--- config.mk ---
export PLATFORM = sky130hd
export DESIGN_NAME = slave_port
export DESIGN_NICKNAME = d
export VERILOG_FILES = /design/src/rtl/slave_port.sv
export SDC_FILE = /design/constraint.sdc
export NUM_CORES = 1
export LEC_CHECK = 0
export CORE_UTILIZATION = 52
export CTS_CLUSTER_DIAMETER = 200
export DETAILED_ROUTE_END_ITERATION = 12
export HOLD_SLACK_MARGIN = 0.02
export PLACE_DENSITY_LB_ADDON = 0.2
export RECOVER_POWER = 100
export SYNTH_ARGS = -nofsm -noshare
export SYNTH_HDL_FRONTEND = slang
export SYNTH_SLANG_ARGS = --single-unit
--- constraint.sdc ---
create_clock -name clk -period 2 [get_ports clk]
set_clock_uncertainty 0.1 [all_clocks]
set_input_delay 0.4 -clock clk [delete_from_list [all_inputs] [get_ports clk]]
set_output_delay 0.4 -clock clk [all_outputs]
set_load 0.005 [all_outputs]
--- src/rtl/slave_port.sv ---
// Slave-side endpoint of the serial system bus.
// Deserialises address/mode/write data (LSB first), performs one parallel
// memory access, and serialises read data back to the master.
module slave_port #(
    parameter int ADDR_WIDTH = 12,
    parameter int DATA_WIDTH = 8,
    parameter int RD_TIMEOUT = 15
) (
    input  logic                  clk,
    input  logic                  rst,
    input  logic                  swdata,
    input  logic                  smode,
    input  logic                  mvalid,
    output logic                  srdata,
    output logic                  svalid,
    output logic                  sready,
    output logic [ADDR_WIDTH-1:0] mem_addr,
    output logic [DATA_WIDTH-1:0] mem_wdata,
    output logic                  mem_wen,
    output logic                  mem_ren,
    input  logic [DATA_WIDTH-1:0] mem_rdata,
    input  logic                  mem_rvalid
);

    // One bit counter serves every serial field, so size it for the widest.
    localparam int MAXW = (ADDR_WIDTH > DATA_WIDTH) ? ADDR_WIDTH : DATA_WIDTH;
    localparam int CW   = (MAXW > 1) ? $clog2(MAXW) : 1;
    localparam int TW   = $clog2(RD_TIMEOUT + 1);

    typedef enum logic [2:0] {
        IDLE,
        ADDR,
        WDATA,
        MEMWR,
        MEMRD,
        RDATA
    } state_e;

    state_e                state_q, state_d;
    logic [ADDR_WIDTH-1:0] addr_q,  addr_d;
    logic [DATA_WIDTH-1:0] wdata_q, wdata_d;
    logic [DATA_WIDTH-1:0] rdata_q, rdata_d;
    logic [CW-1:0]         cnt_q,   cnt_d;
    logic [TW-1:0]         tmo_q,   tmo_d;
    logic                  mode_q,  mode_d;

    // State and datapath registers; reset discards any partial transfer.
    always_ff @(posedge clk) begin
        if (rst) begin
            state_q <= IDLE;
            addr_q  <= '0;
            wdata_q <= '0;
            rdata_q <= '0;
            cnt_q   <= '0;
            tmo_q   <= '0;
            mode_q  <= 1'b0;
        end else begin
            state_q <= state_d;
            addr_q  <= addr_d;
            wdata_q <= wdata_d;
            rdata_q <= rdata_d;
            cnt_q   <= cnt_d;
            tmo_q   <= tmo_d;
            mode_q  <= mode_d;
        end
    end

    // Next-state and field capture; mvalid only matters in IDLE/ADDR/WDATA.
    always_comb begin
        state_d = state_q;
        addr_d  = addr_q;
        wdata_d = wdata_q;
        rdata_d = rdata_q;
        cnt_d   = cnt_q;
        tmo_d   = tmo_q;
        mode_d  = mode_q;
        case (state_q)
            IDLE: begin
                if (mvalid) begin
                    addr_d[0] = swdata;
                    cnt_d     = CW'(1);
                    state_d   = ADDR;
                end
            end
            ADDR: begin
                if (mvalid) begin
                    for (int i = 0; i < ADDR_WIDTH; i++)
                        if (cnt_q == CW'(i)) addr_d[i] = swdata;
                    if (cnt_q == CW'(ADDR_WIDTH - 1)) begin
                        cnt_d  = '0;
                        mode_d = smode;
                        if (smode) begin
                            state_d = WDATA;
                        end else begin
                            state_d = MEMRD;
                            tmo_d   = '0;
                        end
                    end else begin
                        cnt_d = cnt_q + CW'(1);
                    end
                end
            end
            WDATA: begin
                if (mvalid) begin
                    for (int i = 0; i < DATA_WIDTH; i++)
                        if (cnt_q == CW'(i)) wdata_d[i] = swdata;
                    if (cnt_q == CW'(DATA_WIDTH - 1)) begin
                        cnt_d = '0;
                        // Only writes reach WDATA; the mode check is a guard.
                        state_d = mode_q ? MEMWR : IDLE;
                    end else begin
                        cnt_d = cnt_q + CW'(1);
                    end
                end
            end
            MEMWR: begin
                state_d = IDLE;
            end
            MEMRD: begin
                if (mem_rvalid) begin
                    rdata_d = mem_rdata;
                    cnt_d   = '0;
                    state_d = RDATA;
                end else if (tmo_q == TW'(RD_TIMEOUT - 1)) begin
                    // Abandon the read with zero data so the master never stalls.
                    rdata_d = '0;
                    cnt_d   = '0;
                    state_d = RDATA;
                end else begin
                    tmo_d = tmo_q + TW'(1);
                end
            end
            RDATA: begin
                if (cnt_q == CW'(DATA_WIDTH - 1)) begin
                    cnt_d   = '0;
                    state_d = IDLE;
                end else begin
                    cnt_d = cnt_q + CW'(1);
                end
            end
            default: state_d = IDLE;
        endcase
    end

    // Serial read bit: rdata indexed by the shared counter.
    always_comb begin
        srdata = 1'b0;
        for (int i = 0; i < DATA_WIDTH; i++)
            if (cnt_q == CW'(i)) srdata = rdata_q[i];
    end

    assign sready    = (state_q == IDLE);
    assign mem_wen   = (state_q == MEMWR);
    assign mem_ren   = (state_q == MEMRD);
    assign svalid    = (state_q == RDATA);
    assign mem_addr  = addr_q;
    assign mem_wdata = wdata_q;

endmodule

==> results.cfg, run 1 <==
[critical_path]
kind_of_end_point_of_the_critical_path = output pin
crit_fanout = 5
critical_path_arrival_ns = 1.56
cp_data_required_time_ns = 1.50
worstSetupStartpointType = flop
critical_path_class = flop to output pin
critical_path.cell_chain = inv_4 -> ha_4 -> a21oi_2 -> o21ai_1 -> a221oi_2 -> a211oi_1 -> buf_2
slowest_delay_ns = 0.40
cpMaxStageDelayCell = sky130_fd_sc_hd__dfxtp_4

[sta]
setup_viol = 2
finalSetupTns_ns = -0.0692
total_count_of_max_transition_violations_in_the_final_report = 0
max_clock_freq_mhz = 486
final_hold_viol_count = 0
layout_worst_path_cycle_share = 1.03
fin_crit_ns = 2.06
worstMarginPinSlew_ns = 0.458
layout_setup_ws_ns = -0.0571
grt_setup_unrepaired = yes
max_slew_margin = 0.694

[logic_synthesis]
yosys_register_bits = 40
yosysWarnings = 0
synthDistinctLibCells = 44
synth.largest_area_cell = sky130_fd_sc_hd__dfxtp_1
yosysSeqAreaShare = 0.384
synth.net_count = 265
top_cells_by_area_synth = sky130_fd_sc_hd__dfxtp_1 (38%), sky130_fd_sc_hd__mux2i_1 (10%), sky130_fd_sc_hd__nor2_1 (6.3%)
synth_top_area_share = 0.384
netlist_area_um2 = 2080
syn-mean-instance-area_um2 = 8.50
synth_cells = 245

[clocking]
cts_buffers = 5
clkLatencyLatePin_ns = 0.30
cts-hold-fix-buffers = 0
clock-sinks = 40
path_clk_slew_ns = 0.08
clockRootBuffer = sky130_fd_sc_hd__clkbuf_8
clock_path_buffers = 2
tritoncts_clock_tree = yes
htreeDepth = 2

[die]
die_width_um = 65.3
row_count = 22
pin_count = 39
height_of_the_die_um = 65.3
dieArea_um2 = 4260
initial_core_util = 0.556
fp.coreArea_um2 = 3740

[drt]
met2RoutedLength_um = 2630
route.detailed.wl_per_inst_um = 15.3
route.detailed.vias_per_inst = 5.75
route.top_layer_used = met4
drt_pre_antenna_iters = 4
wl_met3_um = 272
drt_wl_total_um = 5300
vias = 1995
detail_route.iter0.violations = 114
antenna_violating_nets_post_route = 0
post_route_drc = 0
wl_met1_um = 2310

[place]
dp_hpwl_um = 3470
finalWeightedCongestion = 0.856
numPlacedInstances = 334
io_buffers = 38

[global_routing]
first_global_vias = 1801
antenna_found_initial = 0
first_pass_grt_wire_length_um = 8460
globalRouteOverflowTotal = 0
grt.total_usage = 0.261
pin_count_of_the_biggest_net_entering_global_routing = 45

[min_path]
min-delay-path-class = flop to flop

[final_layout]
antenna_cells = 0
flow.area_growth_from_synthesis_pct = 36.2
drive_gt1_frac = 0.204
final_core_util = 0.758
finish.net_count = 319
post_layout_nonfiller_instances = 347

[run_status]
violations_in_the_final_reports = setup timing
run_status = finished with violations

[power_and_ir_drop]
power.leakage_uw = 0.00122
power.ir.vdd_worst_mv = 0.429
pwr_density_cell_nw_per_um2 = 671

[run]
max_cap_violations = 0
[layout by cell type, fill, tap and decap left out, drive strengths merged, types with 7 or more instances in the layout]
master / count
inv: 8
clkdlybuf4s50: 14
a22oi: 9
nand2: 10
nor3: 7
a21oi: 11
dlygate4sd3: 20
mux2i: 21
clkbuf: 10
buf: 25
nand3: 26
nand2b: 8
nor2: 35
dfxtp: 40
[cells by family after synthesis]
family / count (synthesis) / synth area share
flip-flops: 40 / 0.384
buffers and inverters: 29 / 0.0655
AND/OR/NAND/NOR: 106 / 0.268
XOR/XNOR: 2 / 0.00841
adder cells (fa/ha/maj): 6 / 0.0360
multiplexers: 21 / 0.101
AO/OA/AOI/OAI: 41 / 0.136
[path summary, 6_finish.rpt]
check	startpoint	to	slack (ns)	cells past startpoint
max	cnt_q[1]	srdata	-0.06	7
min	mem_wdata[7]	mem_wdata[7]	0.36	2
max reg2reg	cnt_q[0]	cnt_q[0]	0.06	6
min reg2reg	mem_wdata[7]	mem_wdata[7]	0.36	2
[layer usage]
layer / global-route usage / up-vias
li1: - / 967
met1: 0.328 / 965
met3: 0.0538 / 7
met2: 0.436 / 56
met4: 0.103 / 0
met5: 0 / -
[registers in the layout (all words and copies together) (netlist names)]
name	count
mem_addr	12
mem_wdata	8
rdata_q	8
cnt_q	4
tmo_q	4
state_q	3
mode_q	1
[cells in the mapped netlist (all sizes together)]
cell,instances
nand3,26
nor2,35
or3b,1
clkinv,1
a31o,1
xor2,1
o21a,1
a22oi,9
and3b,3
and4bb,2
a221oi,1
dfxtp,40
nor3b,4
nand4,3
o22ai,3
a21oi,11
mux2i,21
buf,10
clkbuf,10
nor4bb,1
ha,6
nand2b,8
nor3,7
a211o,1
o211ai,1
a21o,1
nor2b,3
a211oi,1
a311oi,2
xnor2,1
and2,1
nand2,10
a31oi,3
o21ai,6
nand3b,1
nand4b,1
inv,8
[metrics by stage]
step	total power, uW	hold slack [ns]	setup WS (ns)	cell area, um^2
floorplan	1130	0.353	0.184	2080
detailed placement	1310	0.351	-0.273	2610
CTS	1860	0.371	-0.105	2760
finish	1900	0.362	-0.0571	2840
global placement	1310	0.344	-0.191	2610
global route	1990	0.405	-0.116	2840
[layout make-up]
cell class              count  area (um^2)
multi-input cells         176         1260
fillers                   278          907
flip-flops and latches     40          810
repair buffers             67          588
clock buffers               5         68.8
well taps                  48         60.1
inverters                   9         40.0
clock inverters             2         12.5
[worst max-delay path: cells and delay by family, from the launching register on]
kind                       cells  cell delay (ns)
AOI/OAI and AO/OA              4             0.49
adders and majority gates      1             0.18
DFF                            1             0.40
buffers and inverters          2             0.20
[where the power goes]
group,switching (uW),internal [uW]
Combinational,269,249
Clock,287,236
Sequential,38.9,825
Total,595,1310
[timing repair]
item	CTS	global route
setup buffers	3	3
pin swaps	4	8
resized for setup	24	18
endpoints found under the setup margin	4	7
Note: power is estimated with default switching activity, not from simulation.
==> inputs of run 2 (changes only) <==
--- a/config.mk
+++ b/config.mk
@@ -5,7 +5,7 @@
 export SDC_FILE = /design/constraint.sdc
 export NUM_CORES = 1
 export LEC_CHECK = 0
-export CORE_UTILIZATION = 52
+export CORE_UTILIZATION = 30
 export CTS_CLUSTER_DIAMETER = 200
 export DETAILED_ROUTE_END_ITERATION = 12
 export HOLD_SLACK_MARGIN = 0.02
==> run 2 against run 1 <==
Against the previous run:
- the run still ends with setup timing left
- sequential share of layout area decreased by 1.2 points
- via count down 5.5%
- global-route usage decreased by 11 points
- combinational power is 6.9% higher
- utilization down 32 points
- non-clock buffer count increased by 1
- final area up 3.9%
- power grew 14%
- worst setup slack improved by 0.00067 ns
==> results.cfg, run 2 (synthesized netlist as in run 1, its figures left out) <==
[run_status]
run_status = finished with violations
violations_in_the_final_reports = setup timing

[clocking]
htreeDepth = 2
clkLatencyLatePin_ns = 0.29
clock_path_buffers = 2
tritoncts_clock_tree = yes
clock-sinks = 40
cts-hold-fix-buffers = 0
path_clk_slew_ns = 0.08
clockRootBuffer = sky130_fd_sc_hd__clkbuf_8
cts_buffers = 5

[critical_path]
reg2reg_slack_ns = 0.02
cpMaxStageDelayCell = sky130_fd_sc_hd__dfxtp_4
timing.rr.end = state_q[1]
slowest_delay_ns = 0.41
worstSetupStartpointType = flop
critical_path_arrival_ns = 1.56
kind_of_end_point_of_the_critical_path = output pin
reg2regPathDepth = 7
r2r_path_start = cnt_q[0]
crit_fanout = 5
critical_path_class = flop to output pin
cp_data_required_time_ns = 1.50
critical_path.cell_chain = inv_6 -> ha_4 -> a21oi_2 -> o21ai_2 -> a221oi_2 -> a211oi_2 -> buf_2

[drt]
route.detailed.vias_per_inst = 4.96
drt_wl_total_um = 5380
detail_route.iter0.violations = 69
post_route_drc = 0
route.detailed.wl_per_inst_um = 14.2
drt_pre_antenna_iters = 4
vias = 1886
antenna_violating_nets_post_route = 0

[global_routing]
antenna_found_initial = 0
pin_count_of_the_biggest_net_entering_global_routing = 45
grt.total_usage = 0.155
first_pass_grt_wire_length_um = 8870
globalRouteOverflowTotal = 0
first_global_vias = 1795

[die]
row_count = 30
pin_count = 39
fp.coreArea_um2 = 6760
initial_core_util = 0.308
dieArea_um2 = 7280
die_width_um = 85.3
height_of_the_die_um = 85.3

[place]
pre_cts_ws_ns = -0.305
placed_cell_area_um2 = 2640
io_buffers = 38
dp_hpwl_um = 3600
finalWeightedCongestion = 0.763

[power_and_ir_drop]
net-switching-power_uw = 592
pwr-share-clk = 0.353
power.ir.vdd_worst_mv = 0.309
power.share.switching = 0.272
sequentialPowerShare = 0.392
comb_power_share = 0.255
power.leakage_uw = 0.00126
intPower_uw = 1580
pwr_density_cell_nw_per_um2 = 737

[final_layout]
antenna_cells = 0
drive_gt1_frac = 0.220
final_cell_mix = sky130_fd_sc_hd__dfxtp_1 (37), sky130_fd_sc_hd__nor2_1 (35), sky130_fd_sc_hd__nand3_1 (26)
finish.net_count = 320
fillers = 698
fin_area_um2 = 2950
leading_cell_type_in_the_layout_fill_and_taps_excluded = sky130_fd_sc_hd__dfxtp_1
flow.area_growth_from_synthesis_pct = 41.5
largest_register_ff_count = 12

[sta]
fin_crit_ns = 2.06
worstMarginPinSlew_ns = 0.456
max_slew_margin = 0.695
layout_worst_path_cycle_share = 1.03
grt_setup_unrepaired = yes
setup_viol = 1
total_count_of_max_transition_violations_in_the_final_report = 0
final_hold_viol_count = 0
layout_setup_ws_ns = -0.0565
max_clock_freq_mhz = 486

[min_path]
min_delay_startpoint = mem_wdata[7]
min-delay-path-class = flop to flop
worst_hold_path.num_cells = 2
worstHoldEndpoint = mem_wdata[7]

[run]
max_cap_violations = 0
-- run 2: changes by cell type in the layout (fill, tap and decap cells not counted), sizes merged --
cell / previous run / this run
buf: 25 / 26
bufinv: 0 / 2
clkdlybuf4s25: 0 / 1
clkdlybuf4s50: 14 / 13
clkinv: 1 / 0
clkinvlp: 2 / 1
dlygate4sd2: 2 / 3
dlymetal6s2s: 1 / 0
-- run 2: worst max-delay path by stage --
| stage | startpoint | end | slack, ns |
|---|---|---|---|
| global placement | cnt_q[0] | srdata | -0.20 |
| CTS | cnt_q[1] | srdata | -0.09 |
| detailed placement | cnt_q[0] | srdata | -0.30 |
| finish | cnt_q[0] | srdata | -0.06 |
| floorplan | cnt_q[0] | srdata | 0.18 |
| global route | cnt_q[0] | state_q[0] | -0.14 |
-- run 2: metrics by stage --
| step | TNS [ns] | instances | hold WS [ns] | power (uW) | utilization |
|---|---|---|---|---|---|
| 2_1_floorplan | 0 | 245 | 0.353 | 1130 | - |
| 3_3_place_gp | -0.466 | 365 | 0.353 | 1330 | 0.391 |
| 3_5_place_dp | -0.620 | 365 | 0.358 | 1330 | 0.391 |
| 4_1_cts | -0.176 | 379 | 0.370 | 2180 | 0.430 |
| 5_1_grt | -0.612 | 380 | 0.391 | 2280 | 0.436 |
| 6_report | -0.0565 | 380 | 0.362 | 2170 | 0.436 |
-- run 2: repair_timing --
action	CTS	global route
gates resized for setup	34	12
pin swaps	7	6
gates cloned	0	0
endpoints found under the setup margin	8	7
buffers inserted	7	1
-- run 2: layout make-up --
class                      count  area [um^2]  share of cell area
clock buffer                   5         68.8              0.0233
clock inverter                 2         60.1              0.0204
inverter                       9         40.0              0.0136
multi-input combinational    176         1270               0.431
sequential                    40          807               0.274
tap                           80          100              0.0340
timing repair buffer          68          602               0.204
-- run 2: metal layers --
metal	up-vias	track usage	part of all wire
met5	-	0	0
met2	35	0.238	0.44
met4	0	0.0409	0.0076
li1	969	-	-
met3	4	0.0331	0.035
met1	878	0.219	0.52
-- run 2: power by group through the flow --
stage | logic, uW | clock network [uW] | registers, uW
after global routing | 604 | 820 | 856
after global placement | 461 | 0 | 865
after detailed placement | 461 | 0 | 866
after CTS | 530 | 793 | 854
after floorplan | 270 | 0 | 858
final | 554 | 767 | 852
-- run 2: worst max-delay path, delay by kind of cell, from the launching register on --
kind,cells,cell delay [ns]
flops,1,0.41
buf+inv,2,0.19
compound gates,4,0.48
fa+ha+maj,1,0.18
